**config.mk**
```make
export PLATFORM = sky130hd
export DESIGN_NAME = fetch_unit_flat
export DESIGN_NICKNAME = d
export VERILOG_FILES = /design/src/rtl/fetch_unit_pkg.sv /design/src/rtl/fetch_unit_if.sv /design/src/rtl/fetch_unit_pc_register.sv /design/src/rtl/fetch_unit.sv /design/src/flat_wrapper.sv
export SDC_FILE = /design/constraint.sdc
export NUM_CORES = 1
export LEC_CHECK = 0
export CAP_MARGIN = 20
export CORE_MARGIN = 2
export CORE_UTILIZATION = 40
export CTS_CLUSTER_SIZE = 10
export DETAILED_ROUTE_END_ITERATION = 6
export PLACE_DENSITY = 0.68
export SYNTH_ARGS = -nofsm -noshare
export SYNTH_HDL_FRONTEND = slang
export SYNTH_SLANG_ARGS = --single-unit
export TNS_END_PERCENT = 1
```
**constraint.sdc**
```tcl
create_clock -name clk -period 2.37 [get_ports clk]
set_input_delay 0.237 -clock clk [delete_from_list [all_inputs] [get_ports clk]]
set_output_delay 0.237 -clock clk [all_outputs]
set_load 0.01 [all_outputs]
```
**src/rtl/fetch_unit_pkg.sv**
```systemverilog
// Shared constants, FSM encoding and IF/ID record for the fetch stage.
package fetch_unit_pkg;
    localparam int              WORD_W   = 16;
    localparam logic [4:0]      OP_HALT  = 5'b00000;
    localparam logic [4:0]      OP_NOP   = 5'b00001;
    localparam logic [WORD_W-1:0] RESET_PC = 16'h0000;
    localparam logic [WORD_W-1:0] NOP_WORD = {OP_NOP, 11'b0};

    typedef enum logic [1:0] {
        ST_FETCH = 2'd0,
        ST_HOLD  = 2'd1,
        ST_HALT  = 2'd2
    } fetch_state_e;

    typedef struct packed {
        logic [WORD_W-1:0] instr;
        logic [WORD_W-1:0] pc_next;
    } ifid_t;

    function automatic logic is_halt(input logic [4:0] op);
        return op == OP_HALT;
    endfunction
endpackage

```
**src/rtl/fetch_unit_if.sv**
```systemverilog
// Fetch stage handshake: decode side, redirect path and instruction memory port.
interface fetch_unit_if;
    import fetch_unit_pkg::*;

    logic              stall;
    logic              redirect;
    logic [WORD_W-1:0] redirect_pc;
    logic              imem_req;
    logic [WORD_W-1:0] imem_addr;
    logic              imem_rdy;
    logic [WORD_W-1:0] imem_data;
    logic              if_valid;
    logic [WORD_W-1:0] if_instr;
    logic [WORD_W-1:0] if_pc_next;
    logic              halted;

    modport master (
        input  stall, redirect, redirect_pc, imem_rdy, imem_data,
        output imem_req, imem_addr, if_valid, if_instr, if_pc_next, halted
    );

    modport slave (
        output stall, redirect, redirect_pc, imem_rdy, imem_data,
        input  imem_req, imem_addr, if_valid, if_instr, if_pc_next, halted
    );
endinterface

```
**src/rtl/fetch_unit_pc_register.sv**
```systemverilog
// Program counter: async-reset register with load enable.
module pc_register #(
    parameter int             W       = 16,
    parameter logic [W-1:0]   RST_VAL = '0
) (
    input  logic         clk,
    input  logic         rst,
    input  logic         i_load,
    input  logic [W-1:0] i_d,
    output logic [W-1:0] o_q
);
    logic [W-1:0] r_q;

    always_ff @(posedge clk or posedge rst) begin
        if (rst)         r_q <= RST_VAL;
        else if (i_load) r_q <= i_d;
    end

    assign o_q = r_q;
endmodule

```
**src/rtl/fetch_unit.sv**
```systemverilog
// Instruction fetch: PC, IF/ID register, one-entry skid buffer and FETCH/HOLD/HALT FSM.
module fetch_unit import fetch_unit_pkg::*; (
    input  logic          clk,
    input  logic          rst,
    fetch_unit_if.master  io_bus
);
    fetch_state_e      r_state;
    ifid_t             r_ifid;
    ifid_t             r_skid;
    logic              r_if_valid;
    logic              r_skid_vld;

    logic [WORD_W-1:0] w_pc;
    logic [WORD_W-1:0] w_pc_plus2;
    logic [WORD_W-1:0] w_pc_d;
    logic              w_take;
    logic              w_ifid_free;

    assign w_pc_plus2  = w_pc + 16'd2;
    assign w_take      = (r_state == ST_FETCH) && io_bus.imem_rdy;
    assign w_ifid_free = !r_if_valid || !io_bus.stall;
    // PC advances only when a word actually returns; redirect overrides it
    assign w_pc_d      = io_bus.redirect ? (io_bus.redirect_pc & ~16'h0001) : w_pc_plus2;

    pc_register #(.W(WORD_W), .RST_VAL(RESET_PC)) u_pc (
        .clk    (clk),
        .rst    (rst),
        .i_load (io_bus.redirect || w_take),
        .i_d    (w_pc_d),
        .o_q    (w_pc)
    );

    always_ff @(posedge clk or posedge rst) begin
        if (rst) begin
            r_state    <= ST_FETCH;
            r_ifid     <= '{instr: NOP_WORD, pc_next: RESET_PC};
            r_skid     <= '0;
            r_if_valid <= 1'b0;
            r_skid_vld <= 1'b0;
        end else if (io_bus.redirect) begin
            r_state    <= ST_FETCH;
            r_if_valid <= 1'b0;
            r_skid_vld <= 1'b0;
        end else begin
            case (r_state)
                ST_FETCH: begin
                    if (io_bus.imem_rdy) begin
                        if (w_ifid_free) begin
                            r_ifid     <= '{instr: io_bus.imem_data, pc_next: w_pc_plus2};
                            r_if_valid <= 1'b1;
                            if (is_halt(io_bus.imem_data[15:11])) r_state <= ST_HALT;
                        end else begin
                            // decode is stalled on a full IF/ID: park the word
                            r_skid     <= '{instr: io_bus.imem_data, pc_next: w_pc_plus2};
                            r_skid_vld <= 1'b1;
                            r_state    <= ST_HOLD;
                        end
                    end else if (!io_bus.stall) begin
                        r_if_valid <= 1'b0;
                    end
                end
                ST_HOLD: begin
                    if (!io_bus.stall && r_skid_vld) begin
                        r_ifid     <= r_skid;
                        r_if_valid <= 1'b1;
                        r_skid_vld <= 1'b0;
                        r_state    <= is_halt(r_skid.instr[15:11]) ? ST_HALT : ST_FETCH;
                    end
                end
                ST_HALT: begin
                    if (!io_bus.stall) r_if_valid <= 1'b0;
                end
                default: r_state <= ST_FETCH;
            endcase
        end
    end

    assign io_bus.imem_req   = (r_state == ST_FETCH);
    assign io_bus.imem_addr  = w_pc;
    assign io_bus.if_valid   = r_if_valid;
    assign io_bus.if_instr   = r_ifid.instr;
    assign io_bus.if_pc_next = r_ifid.pc_next;
    assign io_bus.halted     = (r_state == ST_HALT);
endmodule

```
**src/flat_wrapper.sv**
```systemverilog
// flat-port wrapper written by rule: the top's interface ports become plain ports
module fetch_unit_flat import fetch_unit_pkg::*;
  (clk, rst, io_bus_stall, io_bus_redirect, io_bus_redirect_pc, io_bus_imem_rdy, io_bus_imem_data, io_bus_imem_req, io_bus_imem_addr, io_bus_if_valid, io_bus_if_instr, io_bus_if_pc_next, io_bus_halted);
  fetch_unit_if io_bus_i ();
  input  logic clk;
  input  logic rst;
  input wire logic [$bits(io_bus_i.stall)-1:0] io_bus_stall;
  input wire logic [$bits(io_bus_i.redirect)-1:0] io_bus_redirect;
  input wire logic [$bits(io_bus_i.redirect_pc)-1:0] io_bus_redirect_pc;
  input wire logic [$bits(io_bus_i.imem_rdy)-1:0] io_bus_imem_rdy;
  input wire logic [$bits(io_bus_i.imem_data)-1:0] io_bus_imem_data;
  output wire logic [$bits(io_bus_i.imem_req)-1:0] io_bus_imem_req;
  output wire logic [$bits(io_bus_i.imem_addr)-1:0] io_bus_imem_addr;
  output wire logic [$bits(io_bus_i.if_valid)-1:0] io_bus_if_valid;
  output wire logic [$bits(io_bus_i.if_instr)-1:0] io_bus_if_instr;
  output wire logic [$bits(io_bus_i.if_pc_next)-1:0] io_bus_if_pc_next;
  output wire logic [$bits(io_bus_i.halted)-1:0] io_bus_halted;
  assign io_bus_i.stall = io_bus_stall;
  assign io_bus_i.redirect = io_bus_redirect;
  assign io_bus_i.redirect_pc = io_bus_redirect_pc;
  assign io_bus_i.imem_rdy = io_bus_imem_rdy;
  assign io_bus_i.imem_data = io_bus_imem_data;
  assign io_bus_imem_req = io_bus_i.imem_req;
  assign io_bus_imem_addr = io_bus_i.imem_addr;
  assign io_bus_if_valid = io_bus_i.if_valid;
  assign io_bus_if_instr = io_bus_i.if_instr;
  assign io_bus_if_pc_next = io_bus_i.if_pc_next;
  assign io_bus_halted = io_bus_i.halted;
  fetch_unit u_core (.clk(clk), .rst(rst), .io_bus(io_bus_i));
endmodule
```
==> flow_summary.yaml <==
run_status:
  status: "completed"
setup_path:
  worst_setup_path_start_kind: "flop"
  cp_data_arrival_time_ns: 2.31
  cp_slowest_cell: "dfrtp_1"
  cp_max_fo: 8
  critical_path.cell_chain: "inv_1, ha_1, nand2_1, a2bb2oi_2, nor2_1, mux2_2"
  critPathKind: "reg2reg"
  worstPathBufferInverterCount: 1
  cp-startpoint: "u_core.r_state[0]"
  worst_setup_path_end_kind: "flop"
  max_stage_delay_ns: 0.40
  r2r_start: "u_core.r_state[0]"
  cp.required_ns: 2.62
  cpLargestDelayFamily: "simple AND/OR/NAND/NOR gates"
timing:
  fmax_ghz: 0.484
  max_slew_margin_pct: 55.1
  hold_viol_final: 0
  fin_crit_sh_pct: 87.2
  hold_ws_ns: 0.277
  worstMarginPinSlew_ns: 0.672
  tns_ns: 0
  fin_skew_ns: 0.0158
  rsz0062_at_grt: "no"
  setup_viol: 0
  slew_viol_final: 0
  final.min_clock_period_ns: 2.07
job:
  maxCapViolCount: 0
cts:
  cts_tree: "done"
  cts_hold_buf: 0
  htree_num_levels: 3
  clkSinkCount: 81
  clk_path_buf_depth: 2
  cts_root_buffer: "clkbuf_8"
  insertion_delay_ns: 0.37
  cts_resized: 0
  clkTransAtPathRegs_ns: 0.11
  cts_buffers: 9
  post_cts_buffers: 0
placement:
  port_buffers: 84
  place_congestion: 0.797
  hpwl_um: 7200
floorplan:
  pin_count: 88
  rows: 36
  floorplan.initialDensity_pct: 41.4
  die-area_um2: 11000
  dieHeight_um: 105
  die_width_um: 105
  core-area_um2: 9820
yosys:
  synth_edf_count: 0
  synth_warnings: 0
  synth.distinct_cells: 42
  synth_most_common_cell: "dfrtp_1"
  synth_area_leader_cell: "dfrtp_1"
  avgSynthCellArea_um2: 9.82
  ys_ff_latch: 81
  yosysSeqAreaShare_pct: 49.9
  synth_area_leaders: "dfrtp_1 (49%), o21ai_0 (9.5%), mux2_2 (6.1%), mux2i_1 (4.4%), nand2_1 (3.6%)"
  synthCells: 414
  yosys-top-cells-count: "dfrtp_1 (80), o21ai_0 (77), nand2_1 (39)"
  syn_area_um2: 4060
  ys.flop_type: "dfrtp_1"
  async_flop_share_pct: 100
  netlist.area_leader.share_pct: 49.3
grt:
  gr-usage-all-layers_pct: 19.3
  antenna_found_initial: 0
  grt_pass1_vias: 3478
  grt_pass1_wl_um: 17000
  grt_overflow: 0
  grt_max_degree: 47
detailed_routing:
  drt_iter0_markers: 175
  vias: 3398
  wl_per_cell_um: 16.1
  finalWirelength_um: 10200
  viasPerCell: 5.38
  dr.pass1.iters: 5
  drcViolationCount: 0
  drtAntennaViolNets: 0
pwr:
  cellLeakagePower_nw: 2.12
  p_per_area_nw_per_um2: 1010
  peakVddDrop_mv: 0.439
final_layout:
  nNetsFinal: 535
  layout-drive-gt1-share_pct: 12.2
  fillers: 932
  antenna_cells: 0
  area_growth_pct: 30.2
hold_path:
  hp-class: "in2async"
[cell usage in the layout (no fill, tap or decap), types with 2 or more instances in the layout]
cell and n:
clkdlybuf4s50_1 84, dfrtp_1 80, o21ai_0 77, nand2_1 39, mux2_2 22, nor3_1 18
mux2i_1 18, inv_1 15, xnor2_1 13, a21oi_1 12, buf_4 12, nor2_1 9
clkbuf_8 9, nor4_1 8, o31ai_1 8, nand3_1 7, nand4_1 6, xor2_1 4
o211ai_1 4, a31oi_1 4, o21a_1 4, o31a_1 3, or3_1 3, nand4b_1 3
nor2b_1 3, ha_1 3, inv_8 3, inv_6 3, buf_12 3, nand2b_1 2
a21o_1 2, conb_1 2
[power by group]
group / switching (mW) / leakage, nW / internal [mW] / total [mW]
clock: 0.591 / 0.0966 / 0.414 / 1.01
sequential: 0.318 / 0.998 / 1.91 / 2.23
combinational: 0.984 / 1.03 / 1.10 / 2.09
[state kept, by name (all words and copies together), names as in the netlist]
| register | flops |
|---|---|
| u_core.r_skid | 31 |
| u_core.r_skid_vld | 1 |
| u_core.r_state | 2 |
| u_core.u_pc.o_q | 15 |
| u_core.io_bus.if_instr | 16 |
| u_core.io_bus.if_pc_next | 15 |
| u_core.io_bus.if_valid | 1 |
[metal layers]
layer,global-route usage (%),share of wire (%),vias up,wire (um)
met2,30.8,48,90,4920
met4,9.05,1.9,0,189
li1,-,-,1630,-
met1,25.9,46,1665,4700
met5,0,0,-,0
met3,2.62,3.9,13,398
[cell type report]
class,instances,area (um2),area share [%]
Timing Repair Buffer,99,991,18.7
Clock buffer,9,124,2.34
Tap cell,133,166,3.14
Sequential cell,81,2030,38.3
Multi-Input combinational cell,287,1850,35.0
Inverter,16,61.3,1.16
Clock inverter,7,67.6,1.28
[final timing paths]
kind                                          endpoint  slack, ns  cells after the start
hold reg to reg                       u_core.r_skid[3]       0.49                      2
setup reg to reg           u_core.io_bus.if_pc_next[5]       0.30                      6
setup / recovery           u_core.io_bus.if_pc_next[5]       0.30                      6
hold / removal               u_core.io_bus.if_instr[6]       0.28                      2
max in group asynchronous           u_core.u_pc.o_q[9]       1.46                      3
min in group clk                   u_core.u_pc.o_q[11]       0.44                      3
[cells by family (layout without fill, tap and decap cells)]
family / Yosys count / after routing / synth area share, %
AOI/OAI and AO/OA: 120 / 120 / 16.8
xor gates and xnor gates: 17 / 17 / 3.66
adders and majority gates: 4 / 4 / 1.23
buffers and inverters: 47 / 131 / 4.93
DFF: 81 / 81 / 49.9
muxes: 40 / 40 / 10.5
other: 1 / 2 / 0.0923
and+or+nand+nor: 104 / 104 / 12.9
[per-stage QoR]
step	power [mW]	cells	area [um2]	worst slack (ns)	utilization, %
6_report	5.32	632	5290	0.303	53.9
4_1_cts	5.36	632	5290	0.296	53.9
3_3_place_gp	4.27	616	5100	0.353	51.9
2_1_floorplan	3.32	415	4070	0.0546	-
3_5_place_dp	4.35	616	5100	0.307	51.9
5_1_grt	5.66	632	5290	0.181	53.9
Note: power is estimated with default switching activity, not from simulation.
